===== src/rtl/tdm_demux_if.sv =====
// Bundle of the serial TDM input and the parallel frame output of tdm_demux.
// frame_cnt exists only when TDM_DEMUX_FRAME_CNT_EN is defined.
interface tdm_demux_if #(
  parameter int W = 8,
  parameter int N = 4
);
  localparam int SW = $clog2(N);

  logic           in_valid;
  logic           in_sof;
  logic [W-1:0]   in_data;
  logic [N*W-1:0] out_data;
  logic           out_valid;
  logic [SW-1:0]  slot;
  logic           busy;
  logic           frame_err;
`ifdef TDM_DEMUX_FRAME_CNT_EN
  logic [15:0]    frame_cnt;

  modport master (
    output in_valid, in_sof, in_data,
    input  out_data, out_valid, slot, busy, frame_err, frame_cnt
  );

  modport slave (
    input  in_valid, in_sof, in_data,
    output out_data, out_valid, slot, busy, frame_err, frame_cnt
  );
`else
  modport master (
    output in_valid, in_sof, in_data,
    input  out_data, out_valid, slot, busy, frame_err
  );

  modport slave (
    input  in_valid, in_sof, in_data,
    output out_data, out_valid, slot, busy, frame_err
  );
`endif
endinterface


===== src/rtl/tdm_demux.sv =====
// TDM receiver: rebuilds one word per channel into a full frame and publishes it
// in parallel with a one-cycle valid pulse. Optional frame counter: TDM_DEMUX_FRAME_CNT_EN.
module tdm_demux #(
  parameter int W = 8,
  parameter int N = 4
) (
  input logic        clk,
  input logic        rst,
  tdm_demux_if.slave bus
);
  localparam int              SW        = $clog2(N);
  localparam logic [SW-1:0]   LAST_SLOT = SW'(N - 1);

  typedef enum logic {
    IDLE,
    RUN
  } state_t;

  state_t         state_q;
  logic [SW-1:0]  slot_q;
  logic [W-1:0]   shadow_q [0:N-2];
  logic [N*W-1:0] out_data_q;
  logic           out_valid_q;
  logic           frame_err_q;
  logic           busy_q;
`ifdef TDM_DEMUX_FRAME_CNT_EN
  logic [15:0]    frame_cnt_q;
`endif

  // Slot N-1 is never stored: it goes straight into the published frame.
  always_ff @(posedge clk or posedge rst) begin
    if (rst) begin
      state_q     <= IDLE;
      slot_q      <= '0;
      out_data_q  <= '0;
      out_valid_q <= 1'b0;
      frame_err_q <= 1'b0;
      busy_q      <= 1'b0;
      for (int k = 0; k < N - 1; k++) begin
        shadow_q[k] <= '0;
      end
`ifdef TDM_DEMUX_FRAME_CNT_EN
      frame_cnt_q <= '0;
`endif
    end else begin
      out_valid_q <= 1'b0;
      frame_err_q <= 1'b0;
      if (bus.in_valid) begin
        case (state_q)
          IDLE: begin
            if (bus.in_sof) begin
              shadow_q[0] <= bus.in_data;
              slot_q      <= SW'(1);
              state_q     <= RUN;
              busy_q      <= 1'b1;
            end else begin
              frame_err_q <= 1'b1;
            end
          end
          RUN: begin
            if (bus.in_sof) begin
              // Early SOF restarts the frame; the partial one is dropped.
              frame_err_q <= 1'b1;
              shadow_q[0] <= bus.in_data;
              slot_q      <= SW'(1);
            end else if (slot_q == LAST_SLOT) begin
              for (int k = 0; k < N - 1; k++) begin
                out_data_q[k*W +: W] <= shadow_q[k];
              end
              out_data_q[(N-1)*W +: W] <= bus.in_data;
              out_valid_q <= 1'b1;
              slot_q      <= '0;
              state_q     <= IDLE;
              busy_q      <= 1'b0;
`ifdef TDM_DEMUX_FRAME_CNT_EN
              frame_cnt_q <= frame_cnt_q + 16'd1;
`endif
            end else begin
              for (int k = 0; k < N - 1; k++) begin
                if (slot_q == SW'(k)) begin
                  shadow_q[k] <= bus.in_data;
                end
              end
              slot_q <= slot_q + SW'(1);
            end
          end
          default: begin
            state_q <= IDLE;
          end
        endcase
      end
    end
  end

  assign bus.out_data  = out_data_q;
  assign bus.out_valid = out_valid_q;
  assign bus.slot      = slot_q;
  assign bus.busy      = busy_q;
  assign bus.frame_err = frame_err_q;
`ifdef TDM_DEMUX_FRAME_CNT_EN
  assign bus.frame_cnt = frame_cnt_q;
`endif

endmodule

===== src/flat_wrapper.sv =====
// flat-port wrapper written by rule: the top's interface ports become plain ports
module tdm_demux_flat 
#(
  parameter int W = 8,
  parameter int N = 4
)
  (clk, rst, bus_in_valid, bus_in_sof, bus_in_data, bus_out_data, bus_out_valid, bus_slot, bus_busy, bus_frame_err);
  tdm_demux_if #(.W(W), .N(N)) bus_i ();
  input logic clk;
  input logic rst;
  input wire logic [$bits(bus_i.in_valid)-1:0] bus_in_valid;
  input wire logic [$bits(bus_i.in_sof)-1:0] bus_in_sof;
  input wire logic [$bits(bus_i.in_data)-1:0] bus_in_data;
  output wire logic [$bits(bus_i.out_data)-1:0] bus_out_data;
  output wire logic [$bits(bus_i.out_valid)-1:0] bus_out_valid;
  output wire logic [$bits(bus_i.slot)-1:0] bus_slot;
  output wire logic [$bits(bus_i.busy)-1:0] bus_busy;
  output wire logic [$bits(bus_i.frame_err)-1:0] bus_frame_err;
  assign bus_i.in_valid = bus_in_valid;
  assign bus_i.in_sof = bus_in_sof;
  assign bus_i.in_data = bus_in_data;
  assign bus_out_data = bus_i.out_data;
  assign bus_out_valid = bus_i.out_valid;
  assign bus_slot = bus_i.slot;
  assign bus_busy = bus_i.busy;
  assign bus_frame_err = bus_i.frame_err;
  tdm_demux #(.W(W), .N(N)) u_core (.clk(clk), .rst(rst), .bus(bus_i));
endmodule

===== config.mk =====
export PLATFORM = sky130hd
export DESIGN_NAME = tdm_demux_flat
export DESIGN_NICKNAME = d
export VERILOG_FILES = /design/src/rtl/tdm_demux_if.sv /design/src/rtl/tdm_demux.sv /design/src/flat_wrapper.sv
export SDC_FILE = /design/constraint.sdc
export NUM_CORES = 1
export LEC_CHECK = 0
export CORE_MARGIN = 1
export CORE_UTILIZATION = 45
export CTS_BUF_LIST = sky130_fd_sc_hd__clkbuf_4 sky130_fd_sc_hd__clkbuf_8
export DETAILED_ROUTE_END_ITERATION = 12
export MAX_ROUTING_LAYER = met4
export PLACE_DENSITY = 0.73
export SYNTH_ARGS = -nofsm -noshare
export SYNTH_HDL_FRONTEND = slang
export SYNTH_SLANG_ARGS = --single-unit

===== constraint.sdc =====
create_clock -name clk -period 1.83 [get_ports clk]
set_input_delay 0.366 -clock clk [delete_from_list [all_inputs] [get_ports clk]]
set_output_delay 0.366 -clock clk [all_outputs]
set_load 0.03 [all_outputs]

# --- Word-level counts from Yosys, hierarchy flattened ---
# Index checks and enable logic that the tools add are counted.
# Widths: inputs -> output; s select.
classes:
  n_eq_ne: 8
  n_addsub: 1
  bitwise_logic: 3
  n_reduce_logical: 7
  n_mux: 26
ops:
  columns: ["op", "count"]
  rows:
  - ["$mux 8", 5]
  - ["$mux 24", 1]
  - ["$pmux 8 s2", 1]
  - ["$mux 1", 12]
  - ["$reduce_and 4->1", 3]
  - ["$reduce_and 5->1", 2]
  - ["$mux 2", 3]
  - ["$ne 2x2->1 const B", 3]
  - ["$ne 3x3->1 const B", 2]
  - ["$pmux 1 s2", 3]
  - ["$eq 2x2->1 const B", 2]
  - ["$pmux 2 s2", 1]
  - ["$not 1->1", 3]
  - ["$add 2x1->2 const B", 1]
  - ["$eq 2x1->1 const B", 1]
  - ["$logic_not 2->1", 1]
  - ["$reduce_and 2->1", 1]
word_totals:
  ff_bits: 62
  word_cells: 54
  output_inout_bits: 37

# --- Logic depth before layout (Yosys ltp) ---
# Gate-level depths: netlist (run 1).
depth:
  word_depth: 5
  mapped_depth: 5

# --- Worst setup path before layout (run 1) ---
# No wires, ideal clock.
synth_timing:
  path_kind: "register -> register"
  startpoint: "register u_core.slot_q[0], in the netlist u_core.bus.slot[0]"
  endpoint: "register u_core.shadow_q[0] (netlist name)"
  t_required_ns: 1.705
  setup_ns: 0.125
  slack_ns: 0.172
  synth_period_minus_slack_ns: 1.658
  n_path_buf: 0
  arrival_time_ns: 1.533
  stages_incl_launch_ff: 5
  cell_sequence: "dfrtp_1 > ha_1 > and4bb_2 > nand2_2 > mux2_2"
synth_via:
  elab_chain_cells: 3
  word_cells_on_any_way: 4
  cone_classes: "2 x eq/ne; 1 x bitwise; 1 x reduce/logical"
synth_rtl:
  columns: ["item", "line", "rtl"]
  rows:
  - ["start, declared", "tdm_demux.sv:20", "logic [SW-1:0] slot_q;"]
  - ["start signal, assigned", "tdm_demux.sv:84", "slot_q <= slot_q + SW'(1);"]
  - ["$eq 2x2->1", "tdm_demux.sv:66", "end else if (slot_q == LAST_SLOT) begin"]
  - ["$not 1->1 (no source line)", null, null]
  - ["$reduce_and 5->1 (no source line) *", null, null]
  - ["end signal, assigned by index", "tdm_demux.sv:81", "shadow_q[k] <= bus.in_data;"]
  - ["end, declared", "tdm_demux.sv:21", "logic [W-1:0] shadow_q [0:N-2];"]
# Mark *: on every way between the ends. The rest lies on a longest branch, timed or not.
# A chain may end at the register's enable or synchronous reset.

# --- Worst setup path in the final report (run 1) ---
layout_timing:
  startpoint: "register u_core.out_data_q[10], in the netlist u_core.bus.out_data[10]"
  endpoint: "output bus_out_data[10]"
layout_lines:
  columns: ["item", "line", "rtl"]
  rows:
  - ["start, declared", "tdm_demux.sv:22", "logic [N*W-1:0] out_data_q;"]
  - ["start signal, assigned by index", "tdm_demux.sv:68", "out_data_q[k*W +: W] <= shadow_q[k];"]
  - ["start signal, assigned by index", "tdm_demux.sv:70", "out_data_q[(N-1)*W +: W] <= bus.in_data;"]
  - ["end, declared", "flat_wrapper.sv:14", "output wire logic [$bits(bus_i.out_data)-1:0] bus_out_data;"]
# No word-level cell between the ends.

==> impl_metrics.tcl, run 1 <==
set metrics [dict create \
    synth_top_family_by_area "multiplexers" \
    slowest_stage "clkdlybuf4s50_1" \
    overflow 0 \
    dr.pass1.iters 4 \
    hp-class "in -> async" \
    synth.distinct_cells 19 \
    status "completed" \
    finClkSkew_ns 0.00650 \
    synth_common_cells "dfrtp_1 (62), mux2_4 (29), mux2_2 (20)" \
    power.share.clock_pct 17.9 \
    cts_max_level 3 \
    swShare_pct 35.5 \
    synthAdderAreaFrac_pct 3.32 \
    row_count 27 \
    power_frac_seq_pct 38.3 \
    finalHoldViolCount 0 \
    synth-edff-count 0 \
    slowest_delay_ns 0.70 \
    layout-area-overhead-vs-synth_pct 33.1 \
    synth-simple-area-share_pct 4.50 \
    die_h_um 78.6 \
    cp_top_family "buffers and inverters" \
    peakVddDrop_mv 0.899 \
    wl_per_cell_um 15.1 \
    synth_top_area_share_pct 58.8 \
    cts-buffers-inserted 9 \
    worst_pin_slew_ns 0.408 \
    cts.sinks 62 \
    clockBufferDepth 2 \
    ys_ff_latch 62 \
    ys_warn_count 0 \
    die_w_um 78.6 \
    worstPathRequired_ns 1.46 \
    end_kind "primary output" \
    p_total_w 0.00626 \
    cp-start-kind "flop" \
    r2r_cells 4 \
    synth_compound_area_share_pct 1.90 \
    n_antenna_cell 0 \
    grt_pass1_wl_mm 8.00 \
    drc 0 \
    synth_mux_area_share_pct 28.1 \
    dieArea_um2 6170 \
    layout-drive-gt1-share_pct 34.3 \
    tns_ns 0 \
    power.density_nw_per_um2 1780 \
    final-setup-viol-count 0 \
    synth-seq-area-share_pct 58.8 \
    tritoncts "built" \
    place_hpwl_mm 3.33 \
    fillers 419 \
    combPwrFrac_pct 43.7 \
    ant_nets 0 \
    coreArea_um2 5570 \
    grt_max_degree 26 \
    period_minus_slack_ns 1.77 \
    io_pins 49 \
    path_cells "clkdlybuf4s50_1" \
    maxCapViolCount 0 \
    viasPerCell 4.97 \
    crit_path_max_fanout 2 \
    dr_total_vias 1560 \
    synth.net_count 189 \
    wirelength_mm 4.74 \
    syn_inst 170 \
    crit_type "reg -> out" \
    min_period_over_period_pct 96.7 \
    critPathArrivalTime_ns 1.40 \
    yosysTopAreaCell "dfrtp_1" \
    synth_area_um2 2640 \
    grt_pass1_vias 1596 \
    insertion_delay_ns 0.33 \
    syn-mean-instance-area_um2 15.5 \
    cp_num_buf_inv 1 \
    ctsRootBufferMaster "clkbuf_8" \
    synthFlopType "dfrtp_1" \
    yosysMostFrequentCell "dfrtp_1" \
    rsz0062_at_grt "false" \
    io_buffer_count 48 \
    slew_headroom_pct 72.8 \
    clk_pin_slew_ns 0.07 \
    clock.fmax_ghz 0.565 \
    async_flop_share_pct 100 \
    power_switching_w 0.00222 \
    drt_iter0_drc 79 \
    leakagePower_nw 1.74 \
    synth_xor_area_share_pct 0 \
    report.final.slew_viol_count 0 \
    gp_congestion 0.780 \
    track_usage_pct 18.0 \
    cellInternalPower_w 0.00404 \
    cp.depth 1 \
    nets 256 \
    start_util_pct 47.3 \
    antenna_found_initial 0 \
    synth.top_cells.by_area "dfrtp_1 (59%), mux2_4 (17%), mux2_2 (8.5%)" \
]
==> path summary, 6_finish.rpt <==
| kind | startpoint | endpoint | slack, ns |
|---|---|---|---|
| setup / recovery | u_core.bus.out_data[10] | bus_out_data[10] | 0.06 |
| max in group asynchronous | rst | u_core.bus.out_valid | 1.00 |
| min in group clk | u_core.shadow_q[11] | u_core.bus.out_data[11] | 0.50 |
| setup reg to reg | u_core.bus.slot[0] | u_core.shadow_q[10] | 0.15 |
| hold / removal | rst | u_core.bus.out_data[7] | 0.38 |
| hold reg to reg | u_core.shadow_q[11] | u_core.bus.out_data[11] | 0.50 |
==> registers in the layout, indices dropped and copies added (netlist names) <==
signal and flops:
u_core.bus.out_valid 1, u_core.bus.frame_err 1, u_core.bus.busy 1, u_core.state_q 1, u_core.bus.out_data 32, u_core.shadow_q 24, u_core.bus.slot 2
==> cell families after synthesis <==
family / Yosys count
buffers and inverters: 18
adders and majority gates: 7
AOI/OAI and AO/OA: 6
DFF: 62
and+or+nand+nor: 20
muxes: 57
==> layer usage <==
metal / share of wire (%) / wire length, um / global-route usage, %
met2: 43 / 2060 / 24.3
met1: 49 / 2340 / 25.1
met4: 2.3 / 107 / 9.44
met3: 4.9 / 230 / 4.30
met5: 0 / 0 / -
==> placed cells by master (no fill, tap or decap), drive strengths merged, types with 2 or more instances in the layout <==
master and n:
dfrtp 62, mux2 49, clkdlybuf4s50 46, inv 14, clkbuf 13, nand2 13
buf 11, mux2i 8, ha 7, nand2b 2, o21ai 2, clkinvlp 2
o31ai 2, clkinv 2, dlygate4sd2 2
==> timing repair <==
action | 4_1_cts | 5_1_grt
setup buffers | 0 | 0
resized for setup | 2 | 0
endpoints found under the setup margin | 2 | 0
hold buffers | 0 | 0
==> power groups by stage <==
stage	clock [W]	sequential [W]	combinational, W
after floorplan	0	0.00304	0.00107
after global placement	0	0.00240	0.00272
after detailed placement	0	0.00241	0.00277
after CTS	0.00115	0.00240	0.00277
after global routing	0.00122	0.00247	0.00291
final	0.00112	0.00240	0.00274
==> cell type report <==
| cell class | count | area (um2) | share of cell area, % |
|---|---|---|---|
| clock buffer | 13 | 173 | 4.92 |
| clock inverter | 3 | 17.5 | 0.499 |
| inverter | 15 | 60.1 | 1.71 |
| multi-input combinational | 90 | 997 | 28.4 |
| sequential | 62 | 1550 | 44.2 |
| tap | 72 | 90.1 | 2.57 |
| timing repair buffer | 59 | 623 | 17.7 |
==> stage by stage <==
| step | instances | setup slack, ns | utilization [%] | hold WS, ns | cell area [um2] |
|---|---|---|---|---|---|
| 2_1_floorplan | 170 | 0.172 | - | 0.475 | 2640 |
| 3_3_place_gp | 298 | -0.0760 | 59.6 | 0.481 | 3320 |
| 4_1_cts | 314 | 0.0429 | 63.0 | 0.378 | 3510 |
| 3_5_place_dp | 298 | -0.146 | 59.6 | 0.488 | 3320 |
| 5_1_grt | 314 | 0.0339 | 63.0 | 0.387 | 3510 |
| 6_report | 314 | 0.0610 | 63.0 | 0.381 | 3510 |
Note: power is estimated with default switching activity, not from simulation.
==> inputs of run 2 (changes only) <==
--- a/config.mk
+++ b/config.mk
@@ -10,7 +10,9 @@
 export CTS_BUF_LIST = sky130_fd_sc_hd__clkbuf_4 sky130_fd_sc_hd__clkbuf_8
 export DETAILED_ROUTE_END_ITERATION = 12
 export MAX_ROUTING_LAYER = met4
-export PLACE_DENSITY = 0.73
+export PLACE_DENSITY = 0.7
+export SKIP_LAST_GASP = 1
+export SLEW_MARGIN = 20
 export SYNTH_ARGS = -nofsm -noshare
 export SYNTH_HDL_FRONTEND = slang
 export SYNTH_SLANG_ARGS = --single-unit
==> constraint.sdc (replaced) <==
create_clock -name clk -period 1.9 [get_ports clk]
set_input_delay 0.38 -clock clk [delete_from_list [all_inputs] [get_ports clk]]
set_output_delay 0.38 -clock clk [all_outputs]
set_load 0.03 [all_outputs]
==> impl_metrics.tcl, run 2 (same netlist as run 1, synthesis figures left out) <==
set metrics [dict create \
    hp-class "in -> async" \
    drt_iter0_drc 58 \
    power.density_nw_per_um2 1740 \
    status "completed" \
    rsz0062_at_grt "false" \
    crit_type "reg -> out" \
    placed_cells 295 \
    place_area_um2 3290 \
    antenna_found_initial 0 \
    io_pins 49 \
    layout-drive-gt1-share_pct 33.5 \
    wl_per_cell_um 14.9 \
    final_cell_mix "dfrtp_1 (62), clkdlybuf4s50_1 (46), mux2_4 (29), mux2_2 (20), inv_1 (14)" \
    multi_input_area_um2 997 \
    combPwrFrac_pct 43.4 \
    place_hpwl_mm 3.17 \
    min_period_over_period_pct 93.0 \
    cts_max_level 3 \
    cp-start-kind "flop" \
    crit_path_max_fanout 2 \
    clk_pin_slew_ns 0.07 \
    final_common_cell "dfrtp_1" \
    tns_ns 0 \
    fillers 426 \
    end_kind "primary output" \
    cts-buffers-inserted 9 \
    coreArea_um2 5570 \
    utilization_pct 62.6 \
    overflow 0 \
    cp_num_buf_inv 1 \
    io_buffer_count 48 \
    dr_total_vias 1510 \
    tritoncts "built" \
    dieArea_um2 6170 \
    die_w_um 78.6 \
    ant_nets 0 \
    grt_pass1_vias 1591 \
    worst_pin_slew_ns 0.351 \
    critPathArrivalTime_ns 1.39 \
    track_usage_pct 18.1 \
    gp_congestion 0.815 \
    instances_no_fill 311 \
    viasPerCell 4.86 \
    grt_max_degree 63 \
    slowest_delay_ns 0.68 \
    drc 0 \
    dr.pass1.iters 4 \
    report.final.slew_viol_count 0 \
    row_count 27 \
    insertion_delay_ns 0.34 \
    largest_reg_flops 32 \
    wirelength_mm 4.65 \
    clock.fmax_ghz 0.566 \
    maxCapViolCount 0 \
    power_switching_w 0.00213 \
    slew_headroom_pct 76.5 \
    worstPathRequired_ns 1.52 \
    nets 253 \
    r2r_cells 4 \
    period_minus_slack_ns 1.77 \
    cp.depth 1 \
    leakagePower_nw 1.73 \
    slowest_stage "clkdlybuf4s50_1" \
    finalHoldViolCount 0 \
    r2r-end "u_core.shadow_q[7]" \
    seq_area_um2 1550 \
    n_antenna_cell 0 \
    peakVddDrop_mv 0.977 \
    path_cells "clkdlybuf4s50_1" \
    start_util_pct 47.3 \
    cts.sinks 62 \
    power.share.clock_pct 18.8 \
    power_frac_seq_pct 37.8 \
    cp_top_family "buffers and inverters" \
    final-setup-viol-count 0 \
    clockBufferDepth 2 \
    layout-area-overhead-vs-synth_pct 32.2 \
    rrSetupSlack_ns 0.25 \
    finClkSkew_ns 0.0103 \
    fin_area_um2 3490 \
    swShare_pct 35.1 \
    rr_startpoint "u_core.bus.slot[0]" \
    cellInternalPower_w 0.00393 \
    grt_pass1_wl_mm 7.90 \
    die_h_um 78.6 \
    hold-worst-slack_ns 0.485 \
    ctsRootBufferMaster "clkbuf_8" \
]
## run 2: power groups by stage
stage | clock network (W) | registers [W] | logic (W)
3_5_place_dp | 0 | 0.00231 | 0.00266
4_1_cts | 0.00118 | 0.00230 | 0.00266
2_1_floorplan | 0 | 0.00292 | 0.00103
5_1_grt | 0.00124 | 0.00238 | 0.00280
3_3_place_gp | 0 | 0.00230 | 0.00261
6_report | 0.00114 | 0.00229 | 0.00263
## run 2: cell type report
class / count / area share [%]
clock buffer: 10 / 3.94
clock inverter: 6 / 1.76
inverter: 15 / 1.72
multi-input combinational: 90 / 28.6
sequential: 62 / 44.5
tap: 72 / 2.58
timing repair buffer: 56 / 17.0
## run 2: per-stage QoR
| step | worst slack [ns] | total power, W |
|---|---|---|
| finish | 0.132 | 0.00606 |
| detailed placement | -0.109 | 0.00498 |
| floorplan | 0.242 | 0.00396 |
| CTS | 0.0205 | 0.00614 |
| global placement | -0.0331 | 0.00491 |
| global route | 0.0831 | 0.00642 |
## run 2: worst register-to-register path: cells and delay by family (launching register included)
kind | cells | cell delay (ns)
adders and majority gates | 1 | 0.26
and+or+nand+nor | 2 | 0.51
muxes | 1 | 0.31
DFF | 1 | 0.44
## run 2: metal layers
| metal | wire (um) | vias up | track usage [%] |
|---|---|---|---|
| met3 | 220 | 9 | 5.35 |
| met1 | 2280 | 749 | 23.7 |
| met5 | 0 | - | - |
| met2 | 2050 | 45 | 25.8 |
| li1 | - | 707 | - |
| met4 | 92 | 0 | 8.33 |
## run 2: how the worst max path moves through the flow
stage                                       start                endpoint  slack, ns
after detailed placement               bus_in_sof     u_core.shadow_q[16]      -0.11
after global routing      u_core.bus.out_data[15]        bus_out_data[15]       0.08
after floorplan                u_core.bus.slot[0]      u_core.shadow_q[0]       0.24
final                     u_core.bus.out_data[15]        bus_out_data[15]       0.13
after global placement                 bus_in_sof  u_core.bus.out_data[3]      -0.03
after CTS                      u_core.bus.slot[1]             bus_slot[1]       0.02
## run 2: what timing repair did
item / 4_1_cts / 5_1_grt
setup buffers: 0 / 0
hold buffers: 0 / 0
setup endpoints to repair: 1 / 1
pin swaps: 0 / 0
resized for setup: 1 / 1
==> inputs of run 3 (changes only) <==
--- a/config.mk
+++ b/config.mk
@@ -5,10 +5,10 @@
 export SDC_FILE = /design/constraint.sdc
 export NUM_CORES = 1
 export LEC_CHECK = 0
-export CORE_MARGIN = 1
 export CORE_UTILIZATION = 45
 export CTS_BUF_LIST = sky130_fd_sc_hd__clkbuf_4 sky130_fd_sc_hd__clkbuf_8
 export DETAILED_ROUTE_END_ITERATION = 12
+export HOLD_SLACK_MARGIN = 0.1
 export MAX_ROUTING_LAYER = met4
 export PLACE_DENSITY = 0.7
 export SKIP_LAST_GASP = 1
==> results of run 3 <==
Final layout, timing and power as in run 2 (identical DEF).
